### src/rtl/cnn_pkg.sv
// Shared constants and types for the CNN accelerator result path.
package cnn_pkg;

  localparam int CNN_N_OUT      = 10;
  localparam int CNN_DATA_W     = 16;
  localparam int CNN_OUT_ADDR_W = 4;

  typedef enum logic [1:0] {
    IDLE,
    READ,
    DRAIN,
    HOLD
  } argmax_state_t;

  typedef logic signed [CNN_DATA_W-1:0] score_t;

endpackage

### src/rtl/cnn_result_argmax.sv
// Scans the CNN output score RAM after ap_done and presents the arg-max class on a valid/ready port.
// Define CNN_ARGMAX_SCORE_EN to also export the winning score on result_score.
module cnn_result_argmax
  import cnn_pkg::*;
#(
  parameter int N_OUT  = CNN_N_OUT,
  parameter int DATA_W = CNN_DATA_W,
  parameter int ADDR_W = CNN_OUT_ADDR_W
) (
  input  logic              ap_clk,
  input  logic              ap_rst,
  input  logic              cnn_ap_done,
  output logic              busy,
  output logic              overrun,
  output logic              score_ce,
  output logic [ADDR_W-1:0] score_address,
  input  logic [DATA_W-1:0] score_q,
  output logic              result_valid,
  input  logic              result_ready,
  output logic [ADDR_W-1:0] result_class
`ifdef CNN_ARGMAX_SCORE_EN
  ,
  output logic [DATA_W-1:0] result_score
`endif
);

  // One extra counter bit keeps N_OUT = 2^ADDR_W from aliasing onto address 0.
  localparam logic [ADDR_W:0] LAST_ADDR = (ADDR_W+1)'(N_OUT - 1);

  argmax_state_t            r_state;
  argmax_state_t            w_state_next;
  logic [ADDR_W:0]          r_addr_cnt;
  logic                     r_rd_vld;
  logic [ADDR_W-1:0]        r_rd_idx;
  logic signed [DATA_W-1:0] r_max_score;
  logic [ADDR_W-1:0]        r_max_idx;
  logic [ADDR_W-1:0]        r_result_class;
  logic                     r_overrun;
  logic signed [DATA_W-1:0] w_sample;
  logic                     w_take;

  assign w_sample = score_q;
  // Index 0 seeds the running max; later samples must be strictly greater so ties stay low.
  assign w_take   = r_rd_vld && ((r_rd_idx == '0) || (w_sample > r_max_score));

  always_ff @(posedge ap_clk) begin
    if (ap_rst) begin
      r_state <= IDLE;
    end else begin
      r_state <= w_state_next;
    end
  end

  always_comb begin
    w_state_next  = r_state;
    busy          = 1'b0;
    score_ce      = 1'b0;
    score_address = '0;
    result_valid  = 1'b0;
    case (r_state)
      IDLE: begin
        if (cnn_ap_done) w_state_next = READ;
      end
      READ: begin
        busy          = 1'b1;
        score_ce      = 1'b1;
        score_address = r_addr_cnt[ADDR_W-1:0];
        if (r_addr_cnt == LAST_ADDR) w_state_next = DRAIN;
      end
      DRAIN: begin
        busy         = 1'b1;
        w_state_next = HOLD;
      end
      HOLD: begin
        busy         = 1'b1;
        result_valid = 1'b1;
        if (result_ready) w_state_next = IDLE;
      end
      default: w_state_next = IDLE;
    endcase
  end

  always_ff @(posedge ap_clk) begin
    if (ap_rst) begin
      r_addr_cnt     <= '0;
      r_rd_vld       <= 1'b0;
      r_rd_idx       <= '0;
      r_max_score    <= '0;
      r_max_idx      <= '0;
      r_result_class <= '0;
      r_overrun      <= 1'b0;
    end else begin
      r_rd_vld <= (r_state == READ);
      r_rd_idx <= r_addr_cnt[ADDR_W-1:0];
      if (r_state == READ) begin
        r_addr_cnt <= r_addr_cnt + 1'b1;
      end else begin
        r_addr_cnt <= '0;
      end
      if (w_take) begin
        r_max_score <= w_sample;
        r_max_idx   <= r_rd_idx;
      end
      // The last sample arrives during DRAIN, so fold it in directly rather than waiting a cycle.
      if (r_state == DRAIN) begin
        r_result_class <= w_take ? r_rd_idx : r_max_idx;
      end
      if (cnn_ap_done && (r_state != IDLE)) begin
        r_overrun <= 1'b1;
      end
    end
  end

  assign result_class = r_result_class;
  assign overrun      = r_overrun;

`ifdef CNN_ARGMAX_SCORE_EN
  logic [DATA_W-1:0] r_result_score;

  always_ff @(posedge ap_clk) begin
    if (ap_rst) begin
      r_result_score <= '0;
    end else if (r_state == DRAIN) begin
      r_result_score <= w_take ? w_sample : r_max_score;
    end
  end

  assign result_score = r_result_score;
`else
  // Score stays internal to the comparator; no exported copy is kept.
`endif

endmodule

### config.mk
export PLATFORM = sky130hd
export DESIGN_NAME = cnn_result_argmax
export DESIGN_NICKNAME = d
export VERILOG_FILES = /design/src/rtl/cnn_pkg.sv /design/src/rtl/cnn_result_argmax.sv
export SDC_FILE = /design/constraint.sdc
export NUM_CORES = 1
export LEC_CHECK = 0
export CAP_MARGIN = 20
export CORE_UTILIZATION = 45
export DETAILED_ROUTE_END_ITERATION = 16
export PLACE_DENSITY = 0.75
export SETUP_SLACK_MARGIN = 0.02
export SLEW_MARGIN = 30
export SYNTH_ARGS = -nofsm -noshare
export SYNTH_HDL_FRONTEND = slang
export SYNTH_SLANG_ARGS = --single-unit
### constraint.sdc
create_clock -name ap_clk -period 4.6 [get_ports ap_clk]
set_input_delay 1.38 -clock ap_clk [delete_from_list [all_inputs] [get_ports ap_clk]]
set_output_delay 1.38 -clock ap_clk [all_outputs]
set_load 0.02 [all_outputs]
**Word level (Yosys, flattened, before mapping)**

Index checks and enable logic that the tools add are counted.

- Bits in registers: 37
- Output and inout port bits: 12
- Input port bits: 20
- Logic and storage cells: 36

- Equal/unequal tests: 7
- Reductions and logical operators: 9
- Bitwise logic cells: 1
- Order comparisons: 1
- Add/sub/neg operators: 1
- Mux-type cells: 9

Operators by type and width:

| kind | number |
|---|---|
| 16-bit > comparator | 1 |
| 4-bit two-way mux | 2 |
| 2-bit case mux with 4 select lines | 1 |
| 2-bit two-way mux | 3 |
| 2-bit != test (second input constant) | 3 |
| 5-bit by 1-bit adder with 5-bit output (second input constant) | 1 |
| 5-bit by 4-bit == test with 1-bit output (second input constant) | 1 |
| 2-bit == test (second input constant) | 2 |
| 4-bit zero test | 1 |
| 1-bit two-way mux | 3 |
| 3-bit AND reduction | 1 |
| 3-bit OR reduction | 1 |
| 2-bit by 1-bit == test with 1-bit output (second input constant) | 1 |
| 1-bit logical AND | 2 |
| 2-bit zero test | 1 |
| 2-bit nonzero test | 1 |
| 2-bit OR reduction | 1 |
| 1-bit logical OR | 1 |
| 1-bit NOT | 1 |

**Longest topological paths before layout**

Gate-level depths: netlist of run 1.

- Depth after elaboration: 4
- Gate-level depth with buffers: 9
- Depth with buffers taken out: 8

**Worst setup path after synthesis of run 1**

OpenSTA, ideal clock, no wires.

- Path kind: input to register
- Start point: input port score_q[15]
- End point: register r_result_class[0] (netlist: result_class[0])
- Arrival: 2.835 ns
- Stages on the path: 8
- Setup slack: 1.629 ns
- Library setup time: 0.136 ns
- Data required time: 4.464 ns
- Buffers on the path: 1
- Cell sequence: ha_1 nand4_2 nor2_1 o2bb2ai_1 o31ai_2 buf_6 mux2i_1 a211oi_1

- Word-level cells in the longest chain between the ends: 4

Ends and longest elaborated chain:

| what | RTL line | text |
|---|---|---|
| start, declared | cnn_result_argmax.sv:17 | `input logic [DATA_W-1:0] score_q,` |
| 16-bit > comparator | cnn_result_argmax.sv:44 | `assign w_take = r_rd_vld && ((r_rd_idx == '0) \|\| (w_sample > r_max_score));` |
| 1-bit logical OR | cnn_result_argmax.sv:44 |  |
| 1-bit logical AND | cnn_result_argmax.sv:44 |  |
| 4-bit two-way mux | -- |  |
| end signal, assigned | cnn_result_argmax.sv:106 | `r_result_class <= w_take ? r_rd_idx : r_max_idx;` |
| end, declared | cnn_result_argmax.sv:37 | `logic [ADDR_W-1:0] r_result_class;` |

No other way between the ends.
A chain may end at the register's enable or synchronous reset.

**Final worst setup path of run 1**

- Start point: input port score_q[15]
- End point: register r_result_class[3] (netlist: result_class[3])

Same word-level chain as after synthesis.

==> impl_metrics.ini, run 1 <==
[clocking]
post_cts_resized = 0
clock_latency_ps = 280
root_buffer = clkbuf_8
post_cts_buffers = 0
clkSlewWorstSetupHoldPaths_ps = 70
cts_made_buffers = 5
clk_path_buf_depth = 2
tritoncts = built
clock-sinks = 37
htreeDepth = 2
hold_buffers = 0

[finish]
stdcell_area_mm2 = 0.00233
layout-drive-gt1-share_pct = 5.51
seq_area_um2 = 741
fillers = 347
antenna_cells = 0
nets = 278
multi_input_area_um2 = 992
area_growth_pct = 26.3

[placed_design]
dp_hpwl_um = 2330
placed_area_mm2 = 0.00221
numPortBuffers = 31
place_congestion = 0.796

[route]
dr.first_iter.drc_count = 46
drc = 0
drt_pre_antenna_iters = 4
viasPerCell = 4.95
routed_wirelength_um = 3360
vias = 1407
ant_nets = 0
wl_per_cell_um = 11.8

[synth]
yosys_warnings = 0
synth_edf_count = 0
async_reset_ff_share_pct = 0
synth-seq-cells = 37
ys_types = 33
ys_seq_area_share_pct = 40.2
synthFlopType = dfxtp_1
synth_fp_nets = 243
avgSynthCellArea_um2 = 9.22
netlist_area_mm2 = 0.00184
syn_inst = 200

[timing]
min_period_ps = 3510
hold_viol = 0
rsz0062_at_grt = no
fmax_ghz = 0.285
finalSetupTns_ps = 0
tightest_slew_ps = 517
fin_skew_ps = 3.97
finalMaxSlewViolations = 0
slew_headroom_pct = 65.5
setup_viol = 0
period_share_pct = 76.4

[setup_path]
crit_type = input port to register
ff2ff_path_depth = 9
crit_start = score_q[15]
r2r_start = r_max_score[15]$_SDFFE_PP0P_
endpoint_kind = register
crit_path_start_kind = input port
critPathMaxFanout = 10
rrSetupSlack_ps = 2280
arrival_ps = 3670
critical_path_required_ps = 4760
r2r_end = result_class[3]$_SDFFE_PP0P_

[global_route]
grt_max_degree = 33
grt_antenna_before_repair = 0
grt_pass1_wl_um = 5670
grt_usage_pct = 17.3
grt-ovfl-total = 0
grt_pass1_vias = 1323

[flow_run]
cap_viol_max_count = 0

[status]
status = completed

[power]
p_leak_nw = 1.02
ir_worst_vdd_mv = 0.319
finalPower_mw = 1.12
p_per_area_mw_per_mm2 = 481

[die]
initial_core_util_pct = 48.6
io_pins = 32
num_rows = 22
fp.coreArea_mm2 = 0.00380
die_h_um = 66.0
dieArea_mm2 = 0.00436
die_w_um = 66.0

[worst_hold_path]
timing.hold.worst_path_depth = 2
worst_hold_startpoint = overrun$_SDFFE_PP0P_
hold_class = register to register
hold_end = overrun$_SDFFE_PP0P_
## metal layers
layer  GRT usage, %  vias to the layer above  share of wire (%)
li1               -                      742                  -
met1           21.0                      636                 49
met2           28.4                       24                 45
met3           5.17                        5                4.4
met4           7.18                        0                1.4
met5              0                        -                  0
## state kept, by name, indices dropped and copies added (netlist names)
signal and flops:
overrun 1, r_rd_idx 4, r_max_idx 4, r_addr_cnt 5, result_class 4, r_rd_vld 1
r_state 2, r_max_score 16
## power by group
part / internal (mW) / switching, mW
Combinational: 0.198 / 0.224
Clock: 0.177 / 0.109
Sequential: 0.377 / 0.0351
Total: 0.752 / 0.369
## cell families (layout without fill, tap and decap cells)
group / count (synthesis) / count (layout) / share of synthesized area (%)
xor gates and xnor gates: 3 / 3 / 1.42
adders and majority gates: 23 / 23 / 15.6
AOI/OAI and AO/OA: 26 / 26 / 9.43
buffers and inverters: 29 / 65 / 6.51
and+or+nand+nor: 63 / 63 / 16.6
DFF: 37 / 37 / 40.2
muxes: 19 / 19 / 10.3
## final cells by class
cell class                      instances  area share (%)
Multi-Input combinational cell        134            42.6
Sequential cell                        37            31.8
Timing Repair Buffer                   34            14.3
Clock buffer                            7            3.71
Inverter                               23            3.71
Tap cell                               48            2.58
Clock inverter                          1            1.29
## synthesized netlist by cell type (all sizes together), types with 2 or more instances
| cell type | instances | area, um2 |
|---|---|---|
| a211oi | 5 | 37.5 |
| a21oi | 10 | 50.1 |
| and2 | 4 | 25.0 |
| buf | 3 | 22.5 |
| clkbuf | 3 | 11.3 |
| dfxtp | 37 | 741 |
| ha | 23 | 288 |
| inv | 23 | 86.3 |
| mux2i | 19 | 190 |
| nand2 | 4 | 15.0 |
| nand2b | 3 | 18.8 |
| nand3 | 2 | 10.0 |
| nand4 | 4 | 31.3 |
| nor2 | 37 | 139 |
| nor2b | 4 | 25.0 |
| nor4 | 2 | 12.5 |
| o21ai | 4 | 20.0 |
| xor2 | 2 | 17.5 |
## worst max-delay path by stage
stage | end | slack [ps] | cells after the start
global placement | result_class[3]$_SDFFE_PP0P_ | 950 | 9
global route | result_class[3]$_SDFFE_PP0P_ | 950 | 9
finish | result_class[3]$_SDFFE_PP0P_ | 1090 | 9
CTS | result_class[3]$_SDFFE_PP0P_ | 1110 | 9
floorplan | result_class[0]$_SDFFE_PP0P_ | 1630 | 8
detailed placement | result_class[3]$_SDFFE_PP0P_ | 840 | 9
## critical path, stage by stage
cell,delay [ps]
clkdlybuf4s50_1,440
ha_1,420
nand4_2,190
nor4_1,310
o21ai_0,210
o31ai_4,100
buf_4,260
mux2i_1,250
a211oi_1,100
## metrics by stage
| step | worst slack (ps) | utilization [%] | instances | hold slack [ps] |
|---|---|---|---|---|
| 5_1_grt | 946 | 61.3 | 284 | 510 |
| 3_3_place_gp | 950 | 58.2 | 276 | 463 |
| 6_report | 1090 | 61.3 | 284 | 495 |
| 2_1_floorplan | 1630 | - | 200 | 448 |
| 3_5_place_dp | 839 | 58.2 | 276 | 474 |
| 4_1_cts | 1110 | 61.3 | 284 | 496 |
## cell usage in the layout (no fill, tap or decap), drive strengths merged
| master | n |
|---|---|
| ha | 23 |
| xnor2 | 1 |
| nor2b | 4 |
| clkdlybuf4s50 | 31 |
| nor4b | 1 |
| nor2 | 37 |
| nand2 | 4 |
| nor4 | 2 |
| nand2b | 3 |
| a211oi | 5 |
| nand4bb | 1 |
| bufinv | 1 |
| inv | 23 |
| o21ai | 4 |
| and2 | 4 |
| mux2i | 19 |
| nand3 | 2 |
| nand4 | 4 |
| a21oi | 10 |
| a2bb2oi | 1 |
| clkbuf | 7 |
| dfxtp | 37 |
| a2111oi | 1 |
| o22ai | 1 |
| o21a | 1 |
| o31ai | 1 |
| buf | 3 |
| o2bb2ai | 1 |
| xor2 | 2 |
| o211ai | 1 |
| nand4b | 1 |
Note: power is estimated with default switching activity, not from simulation.
==> inputs of run 2 (changes only) <==
==> constraint.sdc (replaced) <==
create_clock -name ap_clk -period 3.7 [get_ports ap_clk]
set_input_delay 1.11 -clock ap_clk [delete_from_list [all_inputs] [get_ports ap_clk]]
set_output_delay 1.11 -clock ap_clk [all_outputs]
set_load 0.02 [all_outputs]
==> run 2 against run 1 <==
Combinational power grew 23%. Die area is the same. Non-clock buffer count is the same. Via count grew 0.57%. Sequential share of layout area is the same.
==> impl_metrics.ini, run 2 (synthesis results as in run 1) <==
[power]
p_per_area_mw_per_mm2 = 595
p_seq_share_pct = 37.1
switching_share_pct = 32.6
ir_worst_vdd_mv = 0.305
pwr-share-clk_pct = 25.4
comb_power_share_pct = 37.4
intPower_mw = 0.934
switchingPower_mw = 0.451
p_leak_nw = 1.02

[clocking]
post_cts_buffers = 0
clk_path_buf_depth = 2
clkSlewWorstSetupHoldPaths_ps = 70
tritoncts = built
post_cts_resized = 0
clock_latency_ps = 280
root_buffer = clkbuf_8
htreeDepth = 2
clock-sinks = 37
cts_made_buffers = 5
hold_buffers = 0

[timing]
finalSetupTns_ps = 0
period_share_pct = 87.8
setup_viol = 0
slew_headroom_pct = 67.7
tightest_slew_ps = 484
fin_skew_ps = 2.08
fmax_ghz = 0.308
hold_viol = 0
rsz0062_at_grt = no
setup_ws_ps = 452
finalMaxSlewViolations = 0
min_period_ps = 3250

[route]
routed_wirelength_um = 3240
dr.first_iter.drc_count = 39
wl_per_cell_um = 11.4
drt_pre_antenna_iters = 4
ant_nets = 0
drc = 0
vias = 1415
viasPerCell = 4.98

[setup_path]
crit_type = input port to register
cpMaxStageDelayCell = clkdlybuf4s50_1
critPathMaxFanout = 12
crit_chain = clkdlybuf4s50_1 > ha_1 > nand4_2 > nor4_1 > o21ai_0 > o31ai_4 > buf_4 > mux2i_1 > nor2_1
critical_path_required_ps = 3860
crit_path_start_kind = input port
slowest_delay_ps = 430
endpoint_kind = register
arrival_ps = 3410

[global_route]
grt_use_met2_pct = 29.1
grt_pass1_vias = 1397
grt_pass1_wl_um = 5770
grt_antenna_before_repair = 0
grt_usage_pct = 17.2
grt-busiest-layer = met2
grt_max_degree = 22
met3_usage_pct = 4.14
met1_usage_pct = 20.7
grt-ovfl-total = 0

[finish]
nets = 278
final_cell_mix = nor2_1 (37), dfxtp_1 (37), clkdlybuf4s50_1 (31), inv_1 (23), ha_1 (23)
largest_reg_flops = 16
largest_register = r_max_score
top_regs = r_max_score (16), r_addr_cnt (5)
area_growth_pct = 26.3
utilization_pct = 61.3
layout-drive-gt1-share_pct = 5.51
antenna_cells = 0

[placed_design]
numPortBuffers = 31
dp_slack_ps = 192
dp_hpwl_um = 2400
place_congestion = 0.773

[die]
die_w_um = 66.0
die_h_um = 66.0
initial_core_util_pct = 48.6
num_rows = 22
dieArea_mm2 = 0.00436
fp.coreArea_mm2 = 0.00380
io_pins = 32

[status]
status = completed

[worst_hold_path]
hold_class = register to register

[flow_run]
cap_viol_max_count = 0
[run 2: cell counts in the layout (fill, tap and decap cells not counted)]
Identical to the previous run, type by type.
[run 2: through the flow]
stage / hold slack (ps) / cell area [um2] / instances / total power [mW]
after floorplan: 448 / 1840 / 200 / 0.881
after global placement: 458 / 2210 / 276 / 1.03
after detailed placement: 458 / 2210 / 276 / 1.04
after CTS: 484 / 2330 / 284 / 1.40
after global routing: 516 / 2330 / 284 / 1.48
final: 473 / 2330 / 284 / 1.39
[run 2: path summary, 6_finish.rpt]
kind                                                      to                          from  slack [ps]  cells past startpoint
worst max-delay path            r_max_score[13]$_SDFFE_PP0P_                   score_q[15]         450                      9
worst min-delay path                    overrun$_SDFFE_PP0P_          overrun$_SDFFE_PP0P_         470                      2
worst max register to register  r_max_score[13]$_SDFFE_PP0P_  r_max_score[15]$_SDFFE_PP0P_        1350                      9
worst min register to register          overrun$_SDFFE_PP0P_          overrun$_SDFFE_PP0P_         470                      2
[run 2: metal layers]
layer	up-vias	routed length [um]
met5	-	0
met4	0	38
met3	5	129
met2	24	1440
met1	641	1640
li1	745	-
[run 2: critical path, delay by kind of cell]
family / cells / cell delay [ps]
compound gates: 2 / 370
fa+ha+maj: 1 / 420
buf+inv: 2 / 740
mux: 1 / 230
simple gates: 3 / 530
[run 2: power groups by stage]
stage,Sequential [mW],Combinational [mW],Clock (mW)
2_1_floorplan,0.535,0.346,0
3_3_place_gp,0.520,0.513,0
3_5_place_dp,0.522,0.522,0
4_1_cts,0.514,0.525,0.362
5_1_grt,0.523,0.575,0.380
6_report,0.515,0.519,0.352
[run 2: cell type report]
cell class,count,area (um2)
Clock buffer,7,86.3
Clock inverter,1,30.0
Inverter,23,86.3
Tap cell,48,60.1
Timing Repair Buffer,34,333
Sequential cell,37,741
Multi-Input combinational cell,134,992
Fill cell,349,1470
